[config.mk]
export PLATFORM = sky130hd
export DESIGN_NAME = tx_packet_arbiter
export DESIGN_NICKNAME = d
export VERILOG_FILES = /design/src/rtl/tx_packet_arbiter_pkg.sv /design/src/rtl/tx_packet_arbiter_rr_select.sv /design/src/rtl/tx_packet_arbiter.sv
export SDC_FILE = /design/constraint.sdc
export NUM_CORES = 1
export LEC_CHECK = 0
export ABC_AREA = 1
export CAP_MARGIN = 25
export CORE_UTILIZATION = 40
export DETAILED_ROUTE_END_ITERATION = 8
export HOLD_SLACK_MARGIN = 0.05
export PLACE_DENSITY = 0.87
export SKIP_CTS_REPAIR_TIMING = 1
export SLEW_MARGIN = 15
export SYNTH_ARGS = -nofsm -noshare
export SYNTH_HDL_FRONTEND = slang
export SYNTH_SLANG_ARGS = --single-unit
[constraint.sdc]
create_clock -name ipClk -period 2.5 [get_ports ipClk]
set_input_delay 0.75 -clock ipClk [delete_from_list [all_inputs] [get_ports ipClk]]
set_output_delay 0.75 -clock ipClk [all_outputs]
set_load 0.005 [all_outputs]
[src/rtl/tx_packet_arbiter_pkg.sv]
// Shared types for the UART TX packet arbiter: packet beat layout, arbiter state
// and the saturating drop-counter helper.
package Structures;

    localparam int unsigned MAX_SRC = 4;
    localparam int unsigned GRANT_W = 2;
    localparam int unsigned TMR_W   = 10;
    localparam int unsigned DROP_W  = 8;
    localparam int unsigned CNT_W   = 3;

    typedef struct packed {
        logic       Valid;
        logic       SoP;
        logic       EoP;
        logic [1:0] Source;
        logic [1:0] Destination;
        logic [7:0] Length;
        logic [7:0] Data;
    } UART_PACKET;

    typedef enum logic {
        IDLE = 1'b0,
        BUSY = 1'b1
    } arb_state_e;

    function automatic logic [DROP_W-1:0] sat_add(input logic [DROP_W-1:0] a,
                                                  input logic [CNT_W-1:0]  b);
        logic [DROP_W:0] sum;
        sum = {1'b0, a} + (DROP_W+1)'(b);
        return sum[DROP_W] ? {DROP_W{1'b1}} : sum[DROP_W-1:0];
    endfunction

endpackage

[src/rtl/tx_packet_arbiter_rr_select.sv]
// Round-robin picker: first requester after the last served index, wrapping.
module rr_select
    import Structures::*;
#(
    parameter int unsigned NUM_SRC = 2
) (
    input  logic [NUM_SRC-1:0] req_i,
    input  logic [GRANT_W-1:0] last_i,
    output logic [GRANT_W-1:0] winner_o,
    output logic               any_o
);

    logic [MAX_SRC-1:0] req_pad;
    int unsigned        idx;

    always_comb begin
        req_pad  = MAX_SRC'(req_i);
        idx      = 0;
        winner_o = '0;
        any_o    = 1'b0;
        for (int unsigned i = 1; i <= NUM_SRC; i++) begin
            idx = (32'(last_i) + i) % NUM_SRC;
            if (!any_o && req_pad[GRANT_W'(idx)]) begin
                winner_o = GRANT_W'(idx);
                any_o    = 1'b1;
            end
        end
    end

endmodule

[src/rtl/tx_packet_arbiter.sv]
// Merges packet streams from NUM_SRC sources onto one UART transmitter, one whole
// packet at a time, draining orphan beats and aborting stalled packets.
module tx_packet_arbiter
    import Structures::*;
#(
    parameter int unsigned NUM_SRC = 2,
    parameter int unsigned TIMEOUT = 1023
) (
    input  logic                      ipClk,
    input  logic                      ipReset,
    input  UART_PACKET [NUM_SRC-1:0]  ipStream,
    output logic [NUM_SRC-1:0]        opReady,
    input  logic                      ipTxReady,
    output UART_PACKET                opTxStream,
    output logic [GRANT_W-1:0]        opGrant,
    output logic                      opTimeout,
    output logic [DROP_W-1:0]         opDropCount
);

    logic                     rst_q;
    arb_state_e               state_q, state_d;
    logic [GRANT_W-1:0]       grant_q, grant_d;
    logic [GRANT_W-1:0]       last_q,  last_d;
    logic [TMR_W-1:0]         tmr_q,   tmr_d;
    logic [DROP_W-1:0]        drop_q,  drop_d;
    logic                     tout_q,  tout_d;

    logic [NUM_SRC-1:0]       req;
    logic [NUM_SRC-1:0]       drain;
    UART_PACKET [MAX_SRC-1:0] stream_pad;
    UART_PACKET               granted;
    logic [GRANT_W-1:0]       winner;
    logic                     any_req;
    logic                     xfer;

    for (genvar g = 0; g < NUM_SRC; g++) begin : g_src
        assign req[g]     = ipStream[g].Valid &  ipStream[g].SoP;
        assign drain[g]   = ipStream[g].Valid & ~ipStream[g].SoP;
        assign opReady[g] = ~rst_q & ((state_q == BUSY) ?
                                      (ipTxReady & (grant_q == GRANT_W'(g))) : drain[g]);
    end

    for (genvar g = 0; g < MAX_SRC; g++) begin : g_pad
        if (g < NUM_SRC) begin : g_on
            assign stream_pad[g] = ipStream[g];
        end else begin : g_off
            assign stream_pad[g] = '0;
        end
    end

    rr_select #(.NUM_SRC(NUM_SRC)) u_rr_select (
        .req_i    (req),
        .last_i   (last_q),
        .winner_o (winner),
        .any_o    (any_req)
    );

    // Reset is retimed once so it lands one edge after ipReset is seen.
    always_ff @(posedge ipClk) begin
        rst_q <= ipReset;
        if (rst_q) begin
            state_q <= IDLE;
            grant_q <= GRANT_W'(NUM_SRC - 1);
            last_q  <= GRANT_W'(NUM_SRC - 1);
            tmr_q   <= '0;
            drop_q  <= '0;
            tout_q  <= 1'b0;
        end else begin
            state_q <= state_d;
            grant_q <= grant_d;
            last_q  <= last_d;
            tmr_q   <= tmr_d;
            drop_q  <= drop_d;
            tout_q  <= tout_d;
        end
    end

    always_comb begin
        state_d    = state_q;
        grant_d    = grant_q;
        last_d     = last_q;
        tmr_d      = tmr_q;
        drop_d     = drop_q;
        tout_d     = 1'b0;
        opTxStream = '0;
        granted    = stream_pad[grant_q];
        xfer       = 1'b0;
        case (state_q)
            IDLE: begin
                drop_d = sat_add(drop_q, CNT_W'($countones(drain)));
                if (any_req) begin
                    grant_d = winner;
                    tmr_d   = '0;
                    state_d = BUSY;
                end
            end
            BUSY: begin
                opTxStream = granted;
                xfer       = granted.Valid & ipTxReady;
                if (xfer) begin
                    tmr_d = '0;
                    if (granted.EoP) begin
                        state_d = IDLE;
                        last_d  = grant_q;
                    end
                end else if (tmr_q == TMR_W'(TIMEOUT - 1)) begin
                    // Stalled packet: abort and let the next source in rotation go.
                    tmr_d   = '0;
                    tout_d  = 1'b1;
                    state_d = IDLE;
                    last_d  = grant_q;
                end else begin
                    tmr_d = tmr_q + TMR_W'(1);
                end
            end
            default: state_d = IDLE;
        endcase
        if (rst_q) begin
            opTxStream.Valid = 1'b0;
        end
    end

    assign opGrant     = grant_q;
    assign opTimeout   = tout_q;
    assign opDropCount = drop_q;

endmodule

==> key figures, run 1 <==
Outcome
  – Run status: complete, no violations

Yosys
  – Ranking of synthesized cells by area: dfxtp_1 28%, nor2_1 17%, nand2_1 11%
  – Post-synthesis sequential area ratio: 0.2794
  – Syn Std Cell Area: around 1600 um^2
  – Post-synth cell types: 32
  – Area leader, netlist: dfxtp_1
  – Synthesized Nets: approximately 320
  – Synthesized flop and latch total: 23
  – Yosys warning total: 0
  – Syn avg cell area: 6.103 um^2
  – Syn Inst Count: between 200 and 300
  – Top-area cell type share of the netlist area: 0.2794

Finish
  – Final nets: 418
  – Most common cell after layout, fill and taps aside: nor2_1
  – Final-layout fill cell count: approximately 290
  – N_diodes: 0
  – Area Overhead vs Synth: 68.49%
  – Fraction of layout instances using a drive strength above 1: 0.1291
  – Final core area utilization: 0.7309
  – Commonest non-fill, non-tap cells in the layout: 72 x nor2_1, 55 x clkdlybuf4s50_1, 49 x nand2_1

Detailed routing
  – Via count: approximately 2000
  – # DRC: 0
  – DR iter-0 viols: roughly 110
  – First drt pass iteration count: 4
  – Via-to-Cell Ratio: between 4 and 5
  – Post-DRT Antenna Nets: 0
  – Total routed wirelength: slightly above 5000 um
  – WL/cell: 12.34 um

STA
  – Fin crit period: approximately 2.4 ns
  – Hold slack: around 0.47 ns
  – Max Clock Skew: ~0.0017 ns
  – Fmax: 0.4167 GHz
  – Setup Viol. Count Final: 0
  – Final Cycle Share: 0.9600
  – Final Hold Fails: 0
  – Final Max Slew Viols: 0

Global routing
  – Total global-route track usage: 0.2250
  – Initial antenna violation count: 0
  – Largest net degree at the start of global routing: 29
  – First-pass GRT wire length: between 7000 and 8000 um
  – Grt ovf: 0
  – Vias in the first global route: ~1800

Floorplanning
  – I/O pins: 85
  – Core box area: 3799 um^2
  – Die ar.: approximately 4400 um^2
  – Initial Util: 0.4338
  – Row Count: 22
  – DIE HEIGHT: approximately 66 um
  – Die W: between 60 and 70 um

Clocking
  – Clock Pin Slew Worst Setup and Hold Paths: ~0.080 ns
  – Max Root-Sink Buffers: 2
  – # clock sinks: 23
  – CTS root buf: clkbuf_8
  – Cts bufs inserted: 3
  – # H-tree levels: 1
  – CTS tree: done
  – Clk_lat worst skew: around 0.27 ns

Power
  – P_int: between 0.6 and 0.7 mW
  – Clock power share: 0.248
  – Sw power: 0.2829 mW
  – Power consumption: about 0.96 mW
  – Logic pwr share: 0.348
  – Net Sw Frac: 0.2949
  – P_leak: between 1.5 and 2 nW
  – Peak supply drop: roughly 0.32 mV
  – Register share of total power: 0.404
  – Power Dens Cells: 345.6 nW/um^2

Worst hold path
  – WHS Path Cells: 2
  – Min-Delay Startpoint: last_q[0]
  – Min-Delay Path Class: reg -> reg
  – Hold Crit Endpoint: last_q[0]

Placed design
  – Placer Congestion: about 0.86
  – Port bufs: 83
  – DP Wirelength: roughly 3700 um

Worst setup path
  – Worst R2R Start: opDropCount[0]
  – Worst EP arrival: ~1.7 ns
  – Worst Path Required: between 1.5 and 2 ns
  – CP Max Fanout: 2
  – RR Endpoint: opDropCount[6]
  – Critical Path Source Type: primary input
  – Crit path kind: in -> out
  – Worst R2R Path Depth: 9
  – Critical Path Sink Type: primary output
  – R2r setup slk: 0.84 ns

Flow run
  – MaxCap Viol Count: 0
per-layer routing:
layer	global-route usage	wire length [um]
met5	0	0
met3	0.05517	517
met4	0.1011	68
met2	0.4005	2382
met1	0.2497	2115
state kept, by name, summed over array words and instances (netlist names):
| name | cells |
|---|---|
| tmr_q | 10 |
| opDropCount | 8 |
| last_q | 1 |
| opGrant | 1 |
| opTimeout | 1 |
| rst_q | 1 |
| state_q | 1 |
worst max-delay path by stage:
stage / start / endpoint / slack, ns / cells past startpoint
after floorplan: ipStream[22] / opDropCount[5] / 0.17 / 11
after global placement: ipStream[22] / opDropCount[5] / -0.54 / 13
after detailed placement: ipStream[22] / opDropCount[5] / -0.57 / 13
after CTS: ipStream[22] / opReady[0] / -0.52 / 5
after global routing: ipStream[44] / opDropCount[6] / -0.02 / 13
final: ipStream[43] / opTxStream[20] / 0.10 / 6
through the flow:
step                setup WS (ns)  cells  cell area [um^2]   TNS, ns
CTS                       -0.5203    412              2651    -6.522
detailed placement        -0.5655    408              2605    -8.613
global placement          -0.5355    408              2605    -8.224
global route             -0.02163    412              2776  -0.02163
floorplan                  0.1711    270              1648         0
finish                     0.1000    412              2776         0
cell families after synthesis:
group / after synthesis / synth area share
xor gates and xnor gates: 2 / 0.01063
adders and majority gates: 4 / 0.03493
and+or+nand+nor: 153 / 0.4085
buffers and inverters: 38 / 0.1055
AOI/OAI and AO/OA: 49 / 0.1587
other: 1 / 0.002276
DFF: 23 / 0.2794
synth_stat cells:
cell and n:
a211o_1 1, a21o_1 1, a21oi_1 13, a31oi_1 1
buf_1 1, buf_2 3, buf_4 1, buf_6 3
clkbuf_1 3, clkbuf_2 1, conb_1 1, dfxtp_1 23
fa_1 1, ha_1 3, inv_1 26, nand2_1 49
nand2_2 5, nand2_4 1, nand3_1 11, nand3_2 3
nand4_1 3, nand4_2 1, nor2_1 73, nor2_2 1
nor2_4 3, nor3_1 2, o21ai_0 29, o21ai_2 1
o21bai_1 1, o22ai_1 2, or2_2 1, xor2_1 2
worst max-delay path, stage by stage:
cell and delay, ns:
clkdlybuf4s50_1 0.46, inv_1 0.04, nand2_1 0.04, o21ai_0 0.11, nor2_1 0.10, dlymetal6s2s_1 0.14
power groups by stage:
stage          sequential, mW  combinational [mW]  clock [mW]
2_1_floorplan           0.395               0.144           0
6_report                0.388               0.334       0.238
3_5_place_dp            0.396               0.337           0
5_1_grt                 0.390               0.369       0.264
3_3_place_gp            0.395               0.333           0
4_1_cts                 0.387               0.339       0.246
cell type report:
| cell class | count | area (um^2) | area share |
|---|---|---|---|
| multi-input cells | 209 | 1069 | 0.3849 |
| repair buffers | 102 | 1044 | 0.3758 |
| flip-flops and latches | 23 | 460.4 | 0.1658 |
| inverters | 26 | 97.59 | 0.03515 |
| well taps | 48 | 60.06 | 0.02163 |
| clock buffers | 3 | 41.29 | 0.01487 |
| clock inverters | 1 | 5.005 | 0.001803 |
No activity file was read; power rests on OpenSTA's default activity.
==> inputs of run 2 (changes only) <==
--- a/config.mk
+++ b/config.mk
@@ -7,10 +7,12 @@
 export LEC_CHECK = 0
 export ABC_AREA = 1
 export CAP_MARGIN = 25
-export CORE_UTILIZATION = 40
+export CORE_UTILIZATION = 41
+export CTS_BUF_LIST = sky130_fd_sc_hd__clkbuf_2 sky130_fd_sc_hd__clkbuf_4 sky130_fd_sc_hd__clkbuf_8
 export DETAILED_ROUTE_END_ITERATION = 8
 export HOLD_SLACK_MARGIN = 0.05
-export PLACE_DENSITY = 0.87
+export PLACE_DENSITY = 0.89
+export SETUP_SLACK_MARGIN = 0.2
 export SKIP_CTS_REPAIR_TIMING = 1
 export SLEW_MARGIN = 15
 export SYNTH_ARGS = -nofsm -noshare
==> run 2 against run 1 <==
Core utilization fell by 0.36 points; setup slack better by 0.090 ns; sequential power grew 1%; global-route usage increased by 0.66 points; sequential cell count unchanged; fmax increased by 3.9%; register-to-register slack better by 0.05 ns; worst hold slack improved by 0.013 ns; clock skew grew 0.00063 ns.
==> key figures, run 2 (synthesis results as in run 1) <==
Placed design
  – Port bufs: 83 (unchanged)
  – DP Wirelength: 3916 um (+6.5%)
  – DP Cell Count: 407 (-0.25%)
  – Placement Cell Area: 2618 um^2 (+0.48%)
  – Placer Congestion: 0.8480 (-1.4%)

Worst hold path
  – Min-Delay Path Class: reg -> reg

Finish
  – Commonest non-fill, non-tap cells in the layout: 71 x nor2_1, 48 x nand2_1, 47 x clkdlybuf4s50_1
  – Area Overhead vs Synth: 65.22%
  – Largest register by flop count: tmr_q
  – Fin area: 2723 um^2 (-1.9%)
  – Final nets: 418 (unchanged)
  – N_diodes: 0 (unchanged)
  – Fraction of layout instances using a drive strength above 1: 0.1951 (+0.06593)
  – Non-Filler Instances: 412 (unchanged)
  – Largest register FFs: 10 (unchanged)
  – Most common cell after layout, fill and taps aside: nor2_1

Worst setup path
  – Worst EP arrival: 1.56 ns (-0.09 ns)
  – CP Max Fanout: 1 (-1)
  – Crit path kind: in -> out
  – Worst Path Required: 1.75 ns (about the same)
  – Critical Path Sink Type: primary output
  – Max incr delay on CP: 0.46 ns (about the same)
  – Critical Path Source Type: primary input
  – Worst-path cell chain: clkdlybuf4s50_1 -> o21ai_0 -> nor2_1 -> clkbuf_2
  – Slowest CP cell: clkdlybuf4s50_1

Floorplanning
  – Row Count: 22 (unchanged)
  – Die W: 65.40 um (-1.2%)
  – I/O pins: 85 (unchanged)
  – Die ar.: 4277 um^2 (-2.4%)
  – Initial Util: 0.4402 (+0.006379)
  – Core box area: 3744 um^2 (-1.4%)
  – DIE HEIGHT: 65.40 um (-1.2%)

Power
  – Register share of total power: 0.414 (+0.010)
  – P_int: 0.6648 mW (-1.7%)
  – P_leak: 1.360 nW (-11%)
  – Peak supply drop: 0.3324 mV (+3.9%)
  – Logic pwr share: 0.346 (-0.002)
  – Net Sw Frac: 0.2979 (+0.003082)
  – Sw power: 0.2821 mW (-0.27%)
  – Clock power share: 0.241 (-0.007)
  – Power Dens Cells: 347.8 nW/um^2 (+0.65%)

Detailed routing
  – First drt pass iteration count: 4 (unchanged)
  – Total routed wirelength: 5319 um (+4.6%)
  – Post-DRT Antenna Nets: 0 (unchanged)
  – Via-to-Cell Ratio: 4.903 (+0.25%)
  – DR iter-0 viols: 125 (+18%)
  – Via count: 2020 (+0.25%)
  – # DRC: 0 (unchanged)
  – WL/cell: 12.91 um (+4.6%)

Clocking
  – # clock sinks: 23 (unchanged)
  – # H-tree levels: 1 (unchanged)
  – Clock Pin Slew Worst Setup and Hold Paths: 0.08 ns (about the same)
  – CTS root buf: clkbuf_8
  – Cts bufs inserted: 3 (unchanged)
  – CTS tree: done
  – Max Root-Sink Buffers: 2 (unchanged)
  – Clk_lat worst skew: 0.26 ns (about the same)

STA
  – Final Max Slew Viols: 0 (unchanged)
  – Fmax: 0.4330 GHz (+3.9%)
  – Fin crit period: 2.309 ns (-0.09050 ns)
  – Final Cycle Share: 0.9238 (-0.03620)
  – Setup Viol. Count Final: 0 (unchanged)
  – RSZ-0062 raised after global routing: true
  – Final Hold Fails: 0 (unchanged)
  – Max Clock Skew: 0.002282 ns (+0.0006259 ns)

Flow run
  – MaxCap Viol Count: 0 (unchanged)

Global routing
  – Vias in the first global route: 1760 (-1.0%)
  – First-pass GRT wire length: 7790 um (+2.4%)
  – Total global-route track usage: 0.2316 (+0.006613)
  – Initial antenna violation count: 0 (unchanged)
  – Largest net degree at the start of global routing: 21 (-28%)
  – Grt ovf: 0 (unchanged)

Outcome
  – Run status: complete, no violations
-- run 2: changes by cell type in the layout (fill, tap and decap cells not counted), moves of 2 or more --
cell and change:
clkbuf_2 +6, o21ai_1 +7, clkdlybuf4s50_1 -8, o21ai_0 -10, dlymetal6s2s_1 -8, buf_2 +10
o21ai_2 +2
-- run 2: path summary, 6_finish.rpt --
path	startpoint	endpoint	slack, ns	depth (start not counted)
worst max register to register	opDropCount[0]	opDropCount[6]	0.89	10
worst max-delay path	ipStream[9]	opTxStream[9]	0.19	4
worst min register to register	last_q[0]	last_q[0]	0.48	2
worst min-delay path	last_q[0]	last_q[0]	0.48	2
-- run 2: per-layer routing --
metal  part of all wire  GRT usage
met3              0.077    0.05382
met1               0.42     0.2624
met4             0.0070    0.06522
met2               0.49     0.4265
met5                  0          0
-- run 2: worst max-delay path, delay by kind of cell --
| family | cells | cell delay [ns] |
|---|---|---|
| buffers and inverters | 2 | 0.61 |
| AND/OR/NAND/NOR | 1 | 0.13 |
| AO/OA/AOI/OAI | 1 | 0.07 |
-- run 2: area by class of cell --
type / instances / area (um^2)
repair buffers: 102 / 943.4
multi-input cells: 209 / 1115
fillers: 302 / 1021
clock inverters: 1 / 5.005
well taps: 48 / 60.06
clock buffers: 3 / 41.29
inverters: 26 / 97.59
flip-flops and latches: 23 / 460.4
-- run 2: power groups by stage --
stage / Clock (mW) / Combinational [mW] / Sequential, mW
3_5_place_dp: 0 / 0.335 / 0.399
5_1_grt: 0.250 / 0.359 / 0.394
4_1_cts: 0.234 / 0.337 / 0.390
6_report: 0.228 / 0.327 / 0.392
2_1_floorplan: 0 / 0.145 / 0.395
3_3_place_gp: 0 / 0.330 / 0.399
-- run 2: per-stage QoR --
step                  util  hold slack [ns]  power (mW)  setup slack (ns)  setup TNS, ns
CTS                 0.7116           0.4844      0.9606           -0.5156         -6.318
finish              0.7273           0.4818      0.9470            0.1905              0
global placement    0.6992           0.4599      0.7290           -0.5158         -7.886
global route        0.7273           0.5056       1.003            0.1487              0
floorplan                -           0.4285      0.5397            0.2108              0
detailed placement  0.6992           0.4624      0.7334           -0.5080         -8.265
